===== src/rtl/serial_sub_pkg.sv =====
// Shared types and sizing helpers for the bit-serial subtractor.
package serial_sub_pkg;

  typedef enum logic [1:0] {
    IDLE = 2'd0,
    RUN  = 2'd1,
    DONE = 2'd2
  } state_t;

  localparam int DEFAULT_WIDTH = 8;

  // Bit count needed to hold 0..w-1; at least one bit so the counter always exists.
  function automatic int cnt_width(input int w);
    return (w <= 2) ? 1 : $clog2(w);
  endfunction

endpackage


===== src/rtl/serial_sub_8_full_sub.sv =====
// One-bit full subtractor cell: diff = x - y - bi, bo is the borrow out.
module full_sub (
  input  logic x,
  input  logic y,
  input  logic bi,
  output logic diff,
  output logic bo
);

  assign diff = x ^ y ^ bi;
  assign bo   = (~x & y) | (~(x ^ y) & bi);

endmodule


===== src/rtl/serial_sub_8.sv =====
// Bit-serial subtractor (d = a - b - bin, LSB first) behind a start/done handshake.
// Build option SERIAL_SUB_SAT_EN: clamp d to zero when the final borrow is set.
module serial_sub_8
  import serial_sub_pkg::*;
#(
  parameter int WIDTH = DEFAULT_WIDTH
) (
  input  logic             clk,
  input  logic             rst,
  input  logic             start,
  input  logic [WIDTH-1:0] a,
  input  logic [WIDTH-1:0] b,
  input  logic             bin,
  output logic             busy,
  output logic             done,
  output logic [WIDTH-1:0] d,
  output logic             bout
);

  localparam int            CW   = cnt_width(WIDTH);
  localparam logic [CW-1:0] LAST = CW'(WIDTH - 1);

  state_t           r_state;
  logic [WIDTH-1:0] r_a;
  logic [WIDTH-1:0] r_b;
  logic             r_br;
  logic [CW-1:0]    r_cnt;
  logic [WIDTH-1:0] r_res;
  logic [WIDTH-1:0] r_d;
  logic             r_bout;
  logic             r_busy;
  logic             r_done;

  logic             w_diff;
  logic             w_bo;
  logic [WIDTH-1:0] w_res_next;

  full_sub u_cell (
    .x    (r_a[0]),
    .y    (r_b[0]),
    .bi   (r_br),
    .diff (w_diff),
    .bo   (w_bo)
  );

  // Result register fills from the MSB; after WIDTH shifts bit 0 holds the LSB.
  assign w_res_next = {w_diff, r_res[WIDTH-1:1]};

  always_ff @(posedge clk or posedge rst) begin
    if (rst) begin
      r_state <= IDLE;
      r_a     <= '0;
      r_b     <= '0;
      r_br    <= 1'b0;
      r_cnt   <= '0;
      r_res   <= '0;
      r_d     <= '0;
      r_bout  <= 1'b0;
      r_busy  <= 1'b0;
      r_done  <= 1'b0;
    end else begin
      r_done <= 1'b0;
      case (r_state)
        IDLE, DONE: begin
          if (start) begin
            r_a     <= a;
            r_b     <= b;
            r_br    <= bin;
            r_cnt   <= '0;
            r_res   <= '0;
            r_busy  <= 1'b1;
            r_state <= RUN;
          end else begin
            r_busy  <= 1'b0;
            r_state <= IDLE;
          end
        end
        RUN: begin
          r_a   <= {1'b0, r_a[WIDTH-1:1]};
          r_b   <= {1'b0, r_b[WIDTH-1:1]};
          r_br  <= w_bo;
          r_res <= w_res_next;
          if (r_cnt == LAST) begin
`ifdef SERIAL_SUB_SAT_EN
            r_d <= w_bo ? '0 : w_res_next;
`else
            r_d <= w_res_next;
`endif
            r_bout  <= w_bo;
            r_busy  <= 1'b0;
            r_done  <= 1'b1;
            r_state <= DONE;
          end else begin
            r_cnt <= r_cnt + 1'b1;
          end
        end
        default: begin
          r_busy  <= 1'b0;
          r_state <= IDLE;
        end
      endcase
    end
  end

  assign busy = r_busy;
  assign done = r_done;
  assign d    = r_d;
  assign bout = r_bout;

endmodule


===== config.mk =====
export PLATFORM = sky130hd
export DESIGN_NAME = serial_sub_8
export DESIGN_NICKNAME = d
export VERILOG_FILES = /design/src/rtl/serial_sub_pkg.sv /design/src/rtl/serial_sub_8_full_sub.sv /design/src/rtl/serial_sub_8.sv
export SDC_FILE = /design/constraint.sdc
export NUM_CORES = 1
export LEC_CHECK = 0
export CAP_MARGIN = 0
export CELL_PAD_IN_SITES_DETAIL_PLACEMENT = 1
export CELL_PAD_IN_SITES_GLOBAL_PLACEMENT = 2
export CORE_ASPECT_RATIO = 0.5
export CORE_MARGIN = 2
export CORE_UTILIZATION = 40
export DETAILED_ROUTE_END_ITERATION = 6
export DONT_BUFFER_PORTS = 1
export GPL_TIMING_DRIVEN = 0
export PLACE_DENSITY = 0.86
export SYNTH_ARGS = -nofsm -noshare
export SYNTH_HDL_FRONTEND = slang
export SYNTH_SLANG_ARGS = --single-unit

===== constraint.sdc =====
create_clock -name clk -period 2.03 [get_ports clk]
set_input_delay 0.203 -clock clk [delete_from_list [all_inputs] [get_ports clk]]
set_output_delay 0.203 -clock clk [all_outputs]
set_load 0.02 [all_outputs]

==> metrics.yaml <==
status: "completed"
grt_pass1_vias: 1278
routed_wl_um: 3860
worstMarginPinSlew_ps: 849
die_w_um: 101
whs_ps: 83.3
final_common_cell: "dfrtp_1"
num_vias: 1238
grt_max_degree: 41
drt_iter0_drc: 47
rsz0062_at_grt: "false"
setup_viol: 0
clock_latency_ps: 300
power_density_mw_per_mm2: 1560
syn_avg_cell_area_um2: 11.7
synth_top_area_share_pct: 52.7
synth_area_leaders: "dfrtp_1, mux2i_1, mux2_2"
drcViolationCount: 0
nets: 194
multi_input_area_um2: 777
yosysWarningCount: 0
post_cts_resized: 0
postRouteAntennaNets: 0
critPathRequiredTime_ps: 2230
area_delta_synth_final_pct: 11.0
yosysTopAreaCell: "dfrtp_1"
fill_cells: 482
final_cell_mix: "dfrtp_1, a21oi_1, mux2i_1"
post-dp-hpwl_um: 2530
dieArea_mm2: 0.00535
finalClockSkew_ps: 7.26
hp-class: "in2reg"
cts.clk_slew.worst_paths_ps: 90
syn_nets: 186
synthesis.instances: 163
diodes: 0
cp_slowest_cell: "dfrtp_1"
path_max_fanout: 6
synth_seq_cells: 40
synthesis.area_mm2: 0.00190
grt_use_met3_pct: 5.73
hold_violations: 0
cts-root-buf: "clkbuf_8"
cts_sinks: 40
worst_path_most_repeated_cell: "ha_1"
core_area_mm2: 0.00449
clockBufferDepth: 2
gp_congestion: 0.704
finalCritPeriodShare_pct: 82.5
top_usage_layer: "met2"
layout-drive-gt1-share_pct: 19.2
drt-pass1-iter-count: 4
crit_type: "reg2reg"
grt_pass1_wl_um: 6480
grt_use_met1_pct: 21.4
htreeDepth: 2
arrival_ps: 1880
critPathBufInv: 0
start_util_pct: 42.3
start_kind: "flop"
die_h_um: 52.7
seq_area_frac_synth_pct: 52.7
maxCapViolCount: 0
rows: 17
met2_usage_pct: 25.5
cts_buffers: 5
track_usage_pct: 16.5
cts_tree: "built"
post-route-min-period_ps: 1670
ys_types: 27
post_drt_wl_per_cell_um: 16.2
p_leak_nw: 0.941
path_delay_family: "adder cells"
end_kind: "flop"
slew_headroom_pct: 43.3
vias_per_cell: 5.20
ir_drop_v: 0.000519
portBuffers: 0
fin_setup_tns_ps: 0
cp_slowest_stage_delay_ps: 420
antenna_found_initial: 0
seq_area_mm2: 0.00100
fmax_ghz: 0.597
crit_chain: "ha_1 > ha_1 > nor2_1 > xor2_1 > a21o_1"
io_pins: 31
grt_overflow_total: 0
slew_violations: 0
[registers in the layout, summed over array words and instances (netlist names)]
name,count
r_a,8
r_res,7
busy,1
r_cnt,3
done,1
d,8
r_br,1
bout,1
r_state,2
r_b,8
[cell usage after synthesis]
master and n:
dfrtp_1 40, a21oi_1 15, mux2i_1 12, a211oi_1 11
nor2b_1 11, mux2_2 10, inv_1 9, nand2_1 8
a22o_1 6, o21ai_0 5, buf_2 4, buf_6 4
nand3_1 4, o22ai_1 4, buf_4 3, ha_1 2
nand2b_1 2, nand2b_4 2, nor2_1 2, o211ai_1 2
a21o_1 1, and2_1 1, and2b_1 1, fa_1 1
nand3b_4 1, nor3b_1 1, xor2_1 1
[power breakdown]
| part | switching (mW) | internal, mW |
|---|---|---|
| Sequential | 0.355 | 1.15 |
| Combinational | 0.535 | 0.565 |
| Clock | 0.315 | 0.371 |
| Total | 1.20 | 2.08 |
[layout make-up]
type | count | share of cell area, %
clock inverters | 3 | 2.26
flip-flops and latches | 40 | 47.5
repair buffers | 1 | 0.475
plain buffers | 11 | 4.15
well taps | 66 | 3.92
clock buffers | 5 | 3.26
inverters | 9 | 1.60
multi-input cells | 103 | 36.9
[kinds of logic (layout without fill, tap and decap cells)]
logic type | after synthesis | in the layout | synth area share (%)
buffers and inverters | 20 | 29 | 6.39
muxes | 22 | 22 | 12.3
AOI/OAI and AO/OA | 44 | 44 | 14.9
adders and majority gates | 3 | 3 | 2.37
xor gates and xnor gates | 1 | 1 | 0.461
DFF | 40 | 40 | 52.7
and+or+nand+nor | 33 | 33 | 10.9
[worst paths after layout]
kind	startpoint	end	slack [ps]	depth (start not counted)
max	r_cnt[0]$_DFFE_PP0P_	r_cnt[0]$_DFFE_PP0P_	360	5
min	b[3]	r_b[3]$_DFFE_PP0P_	80	2
max reg2reg	r_cnt[0]$_DFFE_PP0P_	r_cnt[0]$_DFFE_PP0P_	360	5
min reg2reg	r_res[1]$_DFFE_PP0P_	r_res[1]$_DFFE_PP0P_	500	1
max in group asynchronous	rst	busy$_DFFE_PP0P_	970	2
min in group asynchronous	rst	d[2]$_DFFE_PP0P_	530	2
[metal layers]
layer | vias to the layer above | part of all wire [%]
met1 | 621 | 50
met2 | 22 | 44
met3 | 7 | 4.9
li1 | 588 | -
met5 | - | 0
met4 | 0 | 1.6
[metrics by stage]
stage	area, um2	power [mW]	instances	util (%)	setup slack, ps
finish	2110	3.29	238	47.0	355
global route	2110	3.56	238	47.0	231
CTS	2110	3.33	238	47.0	346
detailed placement	1980	2.63	229	44.2	372
global placement	1980	2.57	229	44.2	412
floorplan	1900	2.37	163	-	570
[repair_timing]
item | 4_1_cts | 5_1_grt
endpoints found under the setup margin | 0 | 0
hold endpoints to repair | 40 | 0
setup buffers | 0 | 0
hold buffers | 1 | 0
Note: power is estimated with default switching activity, not from simulation.
